### src/rtl/bsg_fsb_ls_pkg.sv
// Shared definitions for the node-domain side of the FSB/node level-shift
// crossing: the isolation/wake state encoding and a helper that sizes the
// wake settle counter from the configured settle length.
package bsg_fsb_ls_pkg;

  typedef enum logic [1:0] {
    eActive,
    eDrain,
    eIsolated,
    eWake
  } ls_state_e;

  // Width needed to hold the settle count wake_cycles (counter loads the full
  // value and counts down to 1). Clamped to one bit for degenerate settings.
  function automatic int unsigned ls_ctr_width(input int unsigned wake_cycles);
    return (wake_cycles < 1) ? 1 : $clog2(wake_cycles + 1);
  endfunction

endpackage

### src/rtl/bsg_fsb_ls_two_fifo.sv
// Two-entry ready/valid FIFO used for both directions of the node-domain
// level-shift endpoint.
//
// Ports:
//   clk_i, reset_n_i  clock, asynchronous active-low reset
//   flush_i           discard all contents (wins over a same-cycle enq/deq)
//   enq_i, data_i     write a word; caller only asserts enq_i when !full_o
//   deq_i             drop the head; caller only asserts deq_i when !empty_o
//   data_o            head word, valid while !empty_o
//   empty_o, full_o   occupancy flags
//
// There is no bypass path: a word written in cycle N appears on data_o in
// cycle N+1, and a full FIFO never accepts even when the head leaves.
module bsg_fsb_ls_two_fifo
  import bsg_fsb_ls_pkg::*;
#(
  parameter int unsigned width_p = 5
) (
  input  logic               clk_i,
  input  logic               reset_n_i,
  input  logic               flush_i,
  input  logic               enq_i,
  input  logic [width_p-1:0] data_i,
  input  logic               deq_i,
  output logic [width_p-1:0] data_o,
  output logic               empty_o,
  output logic               full_o
);

  logic [width_p-1:0] mem [2];
  logic               rd_ptr;
  logic               wr_ptr;
  logic [1:0]         count;

  always_ff @(posedge clk_i or negedge reset_n_i) begin
    if (!reset_n_i) begin
      mem[0] <= '0;
      mem[1] <= '0;
      rd_ptr <= 1'b0;
      wr_ptr <= 1'b0;
      count  <= '0;
    end else if (flush_i) begin
      rd_ptr <= 1'b0;
      wr_ptr <= 1'b0;
      count  <= '0;
    end else begin
      if (enq_i) begin
        mem[wr_ptr] <= data_i;
        wr_ptr      <= ~wr_ptr;
      end
      if (deq_i) begin
        rd_ptr <= ~rd_ptr;
      end
      case ({enq_i, deq_i})
        2'b10:   count <= count + 2'd1;
        2'b01:   count <= count - 2'd1;
        default: count <= count;
      endcase
    end
  end

  assign data_o  = mem[rd_ptr];
  assign empty_o = (count == 2'd0);
  assign full_o  = (count == 2'd2);

  a_no_deq_empty: assert property (@(posedge clk_i) disable iff (!reset_n_i)
                                   deq_i |-> !empty_o);
  a_no_enq_full:  assert property (@(posedge clk_i) disable iff (!reset_n_i)
                                   (enq_i && !flush_i) |-> !full_o);

endmodule

### src/rtl/bsg_fsb_node_level_shift_node_domain.sv
// Node-domain endpoint of the FSB/node level-shift crossing.
//
// Buffers f2n traffic (shifter -> core) and n2f traffic (core -> shifter) in
// two-entry FIFOs and sequences isolation so the FSB-side enable can drop
// without losing an accepted n2f word, followed by a counted settle period
// after the enable returns.
//
// Ports:
//   clk_i, reset_n_i          node clock, asynchronous active-low reset
//   en_ls_i                   level-shifter enable seen in the node domain
//   iso_req_i / iso_ack_o     isolation request / quiescent-and-isolated
//   ls_err_o                  sticky: enable dropped before a completed drain
//   ls_v_i/ls_data_i/ls_ready_o       f2n from shifter
//   core_v_o/core_data_o/core_yumi_i  f2n to core
//   core_v_i/core_data_i/core_ready_o n2f from core
//   ls_v_o/ls_data_o/ls_yumi_i        n2f to shifter
module bsg_fsb_node_level_shift_node_domain
  import bsg_fsb_ls_pkg::*;
#(
  parameter int unsigned width_p       = 5,
  parameter int unsigned wake_cycles_p = 4
) (
  input  logic               clk_i,
  input  logic               reset_n_i,
  input  logic               en_ls_i,
  input  logic               iso_req_i,
  output logic               iso_ack_o,
  output logic               ls_err_o,
  input  logic               ls_v_i,
  input  logic [width_p-1:0] ls_data_i,
  output logic               ls_ready_o,
  output logic               core_v_o,
  output logic [width_p-1:0] core_data_o,
  input  logic               core_yumi_i,
  input  logic               core_v_i,
  input  logic [width_p-1:0] core_data_i,
  output logic               core_ready_o,
  output logic               ls_v_o,
  output logic [width_p-1:0] ls_data_o,
  input  logic               ls_yumi_i
);

  localparam int unsigned ctr_width_lp = ls_ctr_width(wake_cycles_p);
  localparam logic [ctr_width_lp-1:0] wake_load_lp = ctr_width_lp'(wake_cycles_p);
  localparam logic [ctr_width_lp-1:0] ctr_one_lp   = ctr_width_lp'(1);

  ls_state_e               state_r, state_n;
  logic [ctr_width_lp-1:0] ctr_r, ctr_n;
  logic                    err_r, err_n;
  logic                    flush_out;

  logic in_enq, in_empty, in_full;
  logic out_enq, out_deq, out_empty, out_full, out_drained;

  // ---------------------------------------------------------------------------
  // Handshake gating
  // ---------------------------------------------------------------------------
  assign ls_ready_o   = (state_r == eActive) & ~in_full;
  assign in_enq       = ls_v_i & ls_ready_o;
  assign core_v_o     = ~in_empty;

  assign core_ready_o = (state_r == eActive) & ~out_full;
  assign out_enq      = core_v_i & core_ready_o;
  assign ls_v_o       = ~out_empty & ((state_r == eActive) | (state_r == eDrain));
  assign out_deq      = ls_yumi_i & ls_v_o;

  // The drain counts as complete in the cycle the last word is popped, so
  // isolation is acknowledged the cycle right after that pop.
  assign out_drained  = out_empty | (~out_full & out_deq);

  assign iso_ack_o    = (state_r == eIsolated);
  assign ls_err_o     = err_r;

  // ---------------------------------------------------------------------------
  // Isolation / wake FSM
  // ---------------------------------------------------------------------------
  always_ff @(posedge clk_i or negedge reset_n_i) begin
    if (!reset_n_i) begin
      state_r <= eWake;
      ctr_r   <= wake_load_lp;
      err_r   <= 1'b0;
    end else begin
      state_r <= state_n;
      ctr_r   <= ctr_n;
      err_r   <= err_n;
    end
  end

  always_comb begin
    state_n   = state_r;
    ctr_n     = ctr_r;
    err_n     = err_r;
    flush_out = 1'b0;
    case (state_r)
      eActive: begin
        if (!en_ls_i) begin
          state_n   = eIsolated;
          flush_out = 1'b1;
          err_n     = 1'b1;
        end else if (iso_req_i) begin
          state_n = eDrain;
        end
      end
      eDrain: begin
        if (out_drained) begin
          state_n = eIsolated;
        end else if (!en_ls_i) begin
          state_n   = eIsolated;
          flush_out = 1'b1;
          err_n     = 1'b1;
        end
      end
      eIsolated: begin
        if (!iso_req_i && en_ls_i) begin
          state_n = eWake;
          ctr_n   = wake_load_lp;
        end
      end
      eWake: begin
        if (en_ls_i && !iso_req_i) begin
          if (ctr_r == ctr_one_lp) begin
            state_n = eActive;
          end else begin
            ctr_n = ctr_r - ctr_one_lp;
          end
        end else begin
          state_n = eIsolated;
          ctr_n   = wake_load_lp;
        end
      end
      default: begin
        state_n = eIsolated;
        ctr_n   = wake_load_lp;
      end
    endcase
  end

  // ---------------------------------------------------------------------------
  // Buffers
  // ---------------------------------------------------------------------------
  bsg_fsb_ls_two_fifo #(.width_p(width_p)) inbound (
    .clk_i     (clk_i),
    .reset_n_i (reset_n_i),
    .flush_i   (1'b0),
    .enq_i     (in_enq),
    .data_i    (ls_data_i),
    .deq_i     (core_yumi_i),
    .data_o    (core_data_o),
    .empty_o   (in_empty),
    .full_o    (in_full)
  );

  bsg_fsb_ls_two_fifo #(.width_p(width_p)) outbound (
    .clk_i     (clk_i),
    .reset_n_i (reset_n_i),
    .flush_i   (flush_out),
    .enq_i     (out_enq),
    .data_i    (core_data_i),
    .deq_i     (out_deq),
    .data_o    (ls_data_o),
    .empty_o   (out_empty),
    .full_o    (out_full)
  );

endmodule
### config.mk
export PLATFORM = sky130hd
export DESIGN_NAME = bsg_fsb_node_level_shift_node_domain
export DESIGN_NICKNAME = d
export VERILOG_FILES = /design/src/rtl/bsg_fsb_ls_pkg.sv /design/src/rtl/bsg_fsb_ls_two_fifo.sv /design/src/rtl/bsg_fsb_node_level_shift_node_domain.sv
export SDC_FILE = /design/constraint.sdc
export NUM_CORES = 1
export LEC_CHECK = 0
export BUFFER_PORTS_ARGS = -buffer_cell sky130_fd_sc_hd__buf_2
export CORE_ASPECT_RATIO = 1.4
export CORE_MARGIN = 4
export CORE_UTILIZATION = 54
export DETAILED_ROUTE_END_ITERATION = 7
export PLACE_DENSITY = 0.76
export SLEW_MARGIN = 5
export SYNTH_ARGS = -nofsm -noshare
export SYNTH_HDL_FRONTEND = slang
export SYNTH_SLANG_ARGS = --single-unit
### constraint.sdc
create_clock -name clk_i -period 2 [get_ports clk_i]
set_input_delay 0.4 -clock clk_i [delete_from_list [all_inputs] [get_ports clk_i]]
set_output_delay 0.4 -clock clk_i [all_outputs]
set_load 0.01 [all_outputs]
==> results of run 1 <==
state kept, by name, summed over array words and instances (netlist names):
name / cells
ctr_r: 3
outbound.wr_ptr: 1
inbound.rd_ptr: 1
outbound.rd_ptr: 1
state_r: 2
outbound.count: 2
inbound.count: 2
ls_err_o: 1
inbound.mem: 10
outbound.mem: 10
inbound.wr_ptr: 1
cell families after synthesis:
logic type               Yosys count  share of synthesized area (%)
AND/OR/NAND/NOR                   45                           16.2
XOR/XNOR                           6                           3.09
buffers and inverters              7                           2.06
adder cells (fa/ha/maj)            3                           2.20
multiplexers                      30                           20.9
flip-flops                        34                           50.2
AO/OA/AOI/OAI                     15                           5.36
cell usage in the layout, fill, tap and decap left out, types with 4 or more instances in the layout:
cell and n:
o21ai_0 5, and2_1 4, dfrtp_1 31, mux2_4 5, nor2_1 9, buf_2 33
xnor2_1 4, nand2_1 4, mux2_1 5, mux2_2 20, nand2b_1 4, clkbuf_8 6
nor2b_1 4
area by class of cell:
cell class	instances	share of cell area, %
Sequential cell	34	43.1
Multi-Input combinational cell	99	41.1
Timing Repair Buffer	33	8.34
Clock buffer	8	4.55
Tap cell	37	2.34
Inverter	3	0.569
critical path: stages (launching register included):
cell     delay (ns)
dfstp_2        0.68
nor2_2         0.09
and2_1         0.15
buf_2          0.14
power breakdown:
| part | switching (mW) | leakage, nW | internal, mW | total [mW] |
|---|---|---|---|---|
| Sequential | 0.221 | 0.428 | 0.965 | 1.19 |
| Combinational | 0.381 | 0.486 | 0.517 | 0.899 |
| Clock | 0.226 | 0.0455 | 0.280 | 0.506 |
per-stage QoR:
step                      instance area [um2]  cells  worst slack, ns  hold slack, ns
after global placement                   1890    206            0.381           0.449
after floorplan                          1700    140            0.482           0.104
after detailed placement                 1890    206            0.340           0.452
after global routing                     1980    214            0.193           0.227
after CTS                                1980    214            0.255           0.191
final                                    1980    214            0.262           0.176
path summary, 6_finish.rpt:
path / to / slack [ns] / cells past startpoint
max: ls_ready_o / 0.26 / 3
min in group clk_i: inbound.rd_ptr / 0.31 / 2
max in group asynchronous: outbound.mem[2] / 1.35 / 1
min reg2reg: ls_err_o / 0.46 / 1
max reg2reg: outbound.mem[8] / 0.34 / 4
min: outbound.mem[5] / 0.18 / 1
routing by layer:
layer / vias to the layer above / share of wire [%] / routed length, um / GRT usage (%)
met1: 557 / 39 / 1280 / 20.3
li1: 561 / - / - / -
met3: 8 / 6.7 / 218 / 5.90
met5: - / 0 / 0 / 0
met4: 0 / 2.4 / 80 / 9.46
met2: 45 / 52 / 1690 / 32.4
==> flow_metrics.env, run 1 <==
export IMPL_hold_class="in -> async"
export IMPL_synth_top_area_share_pct=45.6
export IMPL_cts_resized=0
export IMPL_p_per_area_nw_per_um2=1310
export IMPL_status="complete, no violations"
export IMPL_synth_area_leaders="dfrtp_1, mux2_2, dfstp_2"
export IMPL_yosysMostFrequentCell="dfrtp_1"
export IMPL_die_area_um2=4130
export IMPL_power_total_mw=2.59
export IMPL_synth_seq_cells=34
export IMPL_async_flop_share_pct=100
export IMPL_syn_area_per_cell_um2=12.2
export IMPL_grt_overflow_total=0
export IMPL_wl_per_cell_um=15.3
export IMPL_place_port_buffers=33
export IMPL_route_vias_total=1171
export IMPL_cts_buffers_inserted=5
export IMPL_critPathCaptureType="output pin"
export IMPL_period_share_pct=86.9
export IMPL_cts_setup_buffers=0
export IMPL_layout_min_cycle_time_ns=1.74
export IMPL_dominantRegCellSynth="dfrtp_1"
export IMPL_vdd_drop_max_v=0.000681
export IMPL_cts_hold_buffers=0
export IMPL_drt_vias_per_instance=5.47
export IMPL_timing_clock_skew_ns=0.00722
export IMPL_die_w_um=55.5
export IMPL_grt_pass1_vias=1258
export IMPL_slew_viol_final=0
export IMPL_clkTransAtPathRegs_ns=0.07
export IMPL_yosys_warnings=0
export IMPL_place_congestion=0.848
export IMPL_grt_max_degree=35
export IMPL_cts_buffer_depth=2
export IMPL_cts_tree="built"
export IMPL_grt_pass1_wl_um=5830
export IMPL_synth_cell_types=40
export IMPL_fill_cells=222
export IMPL_drt_pass1_iterations=4
export IMPL_crit_type="reg -> out"
export IMPL_post_dp_hpwl_um=2470
export IMPL_final_nets=197
export IMPL_start_util_pct=58.0
export IMPL_n_antenna_cell=0
export IMPL_max_cap_violations=0
export IMPL_path_max_fanout=13
export IMPL_synth_seq_area_share_pct=50.2
export IMPL_root_buffer="clkbuf_8"
export IMPL_synthTopCellsByCount="dfrtp_1, mux2_2, nor2_1"
export IMPL_synth_area_um2=1700
export IMPL_ff_latch_area_um2=855
export IMPL_clock_latency_ns=0.28
export IMPL_cp_required_ns=1.60
export IMPL_drt_wl_total_um=3270
export IMPL_r2r_start="outbound.count[1]"
export IMPL_drc=0
export IMPL_synth_nets=161
export IMPL_htreeDepth=2
export IMPL_critical_path_startpoint="state_r[1]"
export IMPL_die_h_um=74.4
export IMPL_setup_violations=0
export IMPL_tightest_slew_ns=0.741
export IMPL_drive_gt1_share_pct=42.4
export IMPL_rsz0062_at_grt="no"
export IMPL_fin_util_pct=67.5
export IMPL_antenna_found_initial=0
export IMPL_detail_route_antenna_nets=0
export IMPL_core_area_um2=2940
export IMPL_fmax_ghz=0.575
export IMPL_crit_path_start_kind="flip-flop"
export IMPL_hold_violations=0
export IMPL_clock_sinks=34
export IMPL_rows=23
export IMPL_multi_input_area_um2=813
export IMPL_synth_top_cell_by_area="dfrtp_1"
export IMPL_synth_edf_count=0
export IMPL_power_static_leakage_nw=0.959
export IMPL_relSlewSlack_pct=50.6
export IMPL_tns_ns=0
export IMPL_io_pins=34
export IMPL_drt_iter0_drc=27
export IMPL_cp_arrival_ns=1.34
export IMPL_grt_usage_pct=18.5
export IMPL_area_delta_synth_final_pct=16.3
export IMPL_syn_inst=140
No activity file was read; power rests on OpenSTA's default activity.
==> run 2: changes to the inputs <==
==> constraint.sdc (replaced) <==
create_clock -name clk_i -period 2 [get_ports clk_i]
set_input_delay 0.2 -clock clk_i [delete_from_list [all_inputs] [get_ports clk_i]]
set_output_delay 0.2 -clock clk_i [all_outputs]
set_load 0.01 [all_outputs]
==> flow_metrics.env, run 2 (same netlist as run 1, synthesis figures left out) <==
export IMPL_die_area_um2=4130
export IMPL_clock_sinks=34
export IMPL_wl_per_cell_um=15.1
export IMPL_status="complete, but fails checks"
export IMPL_power_total_mw=2.59
export IMPL_path_max_fanout=6
export IMPL_violations="hold timing"
export IMPL_cts_setup_buffers=0
export IMPL_post_dp_hpwl_um=2490
export IMPL_io_pins=34
export IMPL_grt_overflow_total=0
export IMPL_multi_input_area_um2=813
export IMPL_slew_viol_final=0
export IMPL_n_antenna_cell=0
export IMPL_htreeDepth=2
export IMPL_place_port_buffers=33
export IMPL_start_util_pct=58.0
export IMPL_setup_violations=0
export IMPL_r2r_slack_ns=0.35
export IMPL_hold_class="in -> async"
export IMPL_hold_violations=31
export IMPL_drt_vias_per_instance=5.47
export IMPL_final_cell_mix="buf_2, dfrtp_1, mux2_2, nor2_1, clkbuf_8"
export IMPL_grt_max_degree=35
export IMPL_cts_buffer_depth=2
export IMPL_root_buffer="clkbuf_8"
export IMPL_cts_buffers_inserted=5
export IMPL_ff_latch_area_um2=855
export IMPL_critPathCaptureType="flip-flop"
export IMPL_rsz0062_at_grt="no"
export IMPL_route_vias_total=1171
export IMPL_clkTransAtPathRegs_ns=0.06
export IMPL_place_inst=206
export IMPL_fmax_ghz=0.607
export IMPL_crit_type="reg -> reg"
export IMPL_relSlewSlack_pct=51.2
export IMPL_fill_cells=237
export IMPL_grt_pass1_vias=1276
export IMPL_crit_path_end="outbound.mem[9]"
export IMPL_cts_tree="built"
export IMPL_r2r_end="outbound.mem[9]"
export IMPL_layout_commonest_cell="buf_2"
export IMPL_tightest_slew_ns=0.732
export IMPL_grt_pass1_wl_um=5710
export IMPL_period_share_pct=82.4
export IMPL_tns_ns=0
export IMPL_cp_required_ns=2.16
export IMPL_drive_gt1_share_pct=42.4
export IMPL_cts_hold_buffers=0
export IMPL_timing_clock_skew_ns=0.00402
export IMPL_max_cap_violations=0
export IMPL_r2r_start="outbound.count[1]"
export IMPL_die_h_um=74.4
export IMPL_drt_pass1_iterations=4
export IMPL_die_w_um=55.5
export IMPL_core_area_um2=2940
export IMPL_drt_wl_total_um=3230
export IMPL_area_delta_synth_final_pct=16.3
export IMPL_grt_usage_pct=17.7
export IMPL_clock_latency_ns=0.27
export IMPL_critical_path_startpoint="outbound.count[1]"
export IMPL_cts_resized=0
export IMPL_largestRegisters="inbound.mem: 10 flops, outbound.mem: 10 flops, ctr_r: 3 flops"
export IMPL_place_congestion=0.882
export IMPL_final_nets=197
export IMPL_power_static_leakage_nw=0.959
export IMPL_cp_arrival_ns=1.80
export IMPL_detail_route_antenna_nets=0
export IMPL_antenna_found_initial=0
export IMPL_worstRegToRegCells=4
export IMPL_vdd_drop_max_v=0.000751
export IMPL_drt_iter0_drc=21
export IMPL_layout_min_cycle_time_ns=1.65
export IMPL_timing_hold_ws_ns=-0.0167
export IMPL_drc=0
export IMPL_p_per_area_nw_per_um2=1310
export IMPL_rows=23
export IMPL_crit_path_start_kind="flip-flop"
export IMPL_final_cells=214
==> run 2: cell counts in the layout (fill, tap and decap cells not counted) <==
Identical to the previous run, type by type.
==> run 2: metal layers <==
metal | global-route usage [%] | share of wire, % | up-vias
li1 | - | - | 565
met1 | 18.3 | 40 | 571
met2 | 33.9 | 54 | 27
met3 | 4.86 | 5.0 | 8
met4 | 6.49 | 1.8 | 0
met5 | 0 | 0 | -
==> run 2: worst min-delay path by stage <==
| stage | to |
|---|---|
| 2_1_floorplan | ctr_r[0] |
| 3_3_place_gp | outbound.mem[5] |
| 3_5_place_dp | inbound.mem[9] |
| 4_1_cts | inbound.mem[9] |
| 5_1_grt | inbound.mem[5] |
| 6_report | inbound.mem[9] |
==> run 2: where the power goes <==
| part | internal [mW] | switching, mW |
|---|---|---|
| Sequential | 0.966 | 0.225 |
| Clock | 0.280 | 0.220 |
| Combinational | 0.516 | 0.379 |
==> run 2: stage by stage <==
| stage | utilization [%] | worst slack [ns] | cell area (um2) | hold WS (ns) |
|---|---|---|---|---|
| detailed placement | 64.4 | 0.349 | 1890 | 0.303 |
| CTS | 67.5 | 0.338 | 1980 | 0.00402 |
| floorplan | - | 0.482 | 1700 | -0.0956 |
| finish | 67.5 | 0.351 | 1980 | -0.0167 |
| global placement | 64.4 | 0.383 | 1890 | 0.298 |
| global route | 67.5 | 0.257 | 1980 | 0.0366 |
==> run 2: cell type report <==
cell class	instances	share of cell area, %
Tap cell	37	2.34
Multi-Input combinational cell	99	41.1
Sequential cell	34	43.1
Clock buffer	8	4.55
Inverter	3	0.569
Timing Repair Buffer	33	8.34
==> run 2: critical path, stage by stage, from the launching register on <==
cell and delay, ns:
dfrtp_1 0.42, nor2b_2 0.22, nor4b_4 0.31, and2b_4 0.24, mux2_2 0.34
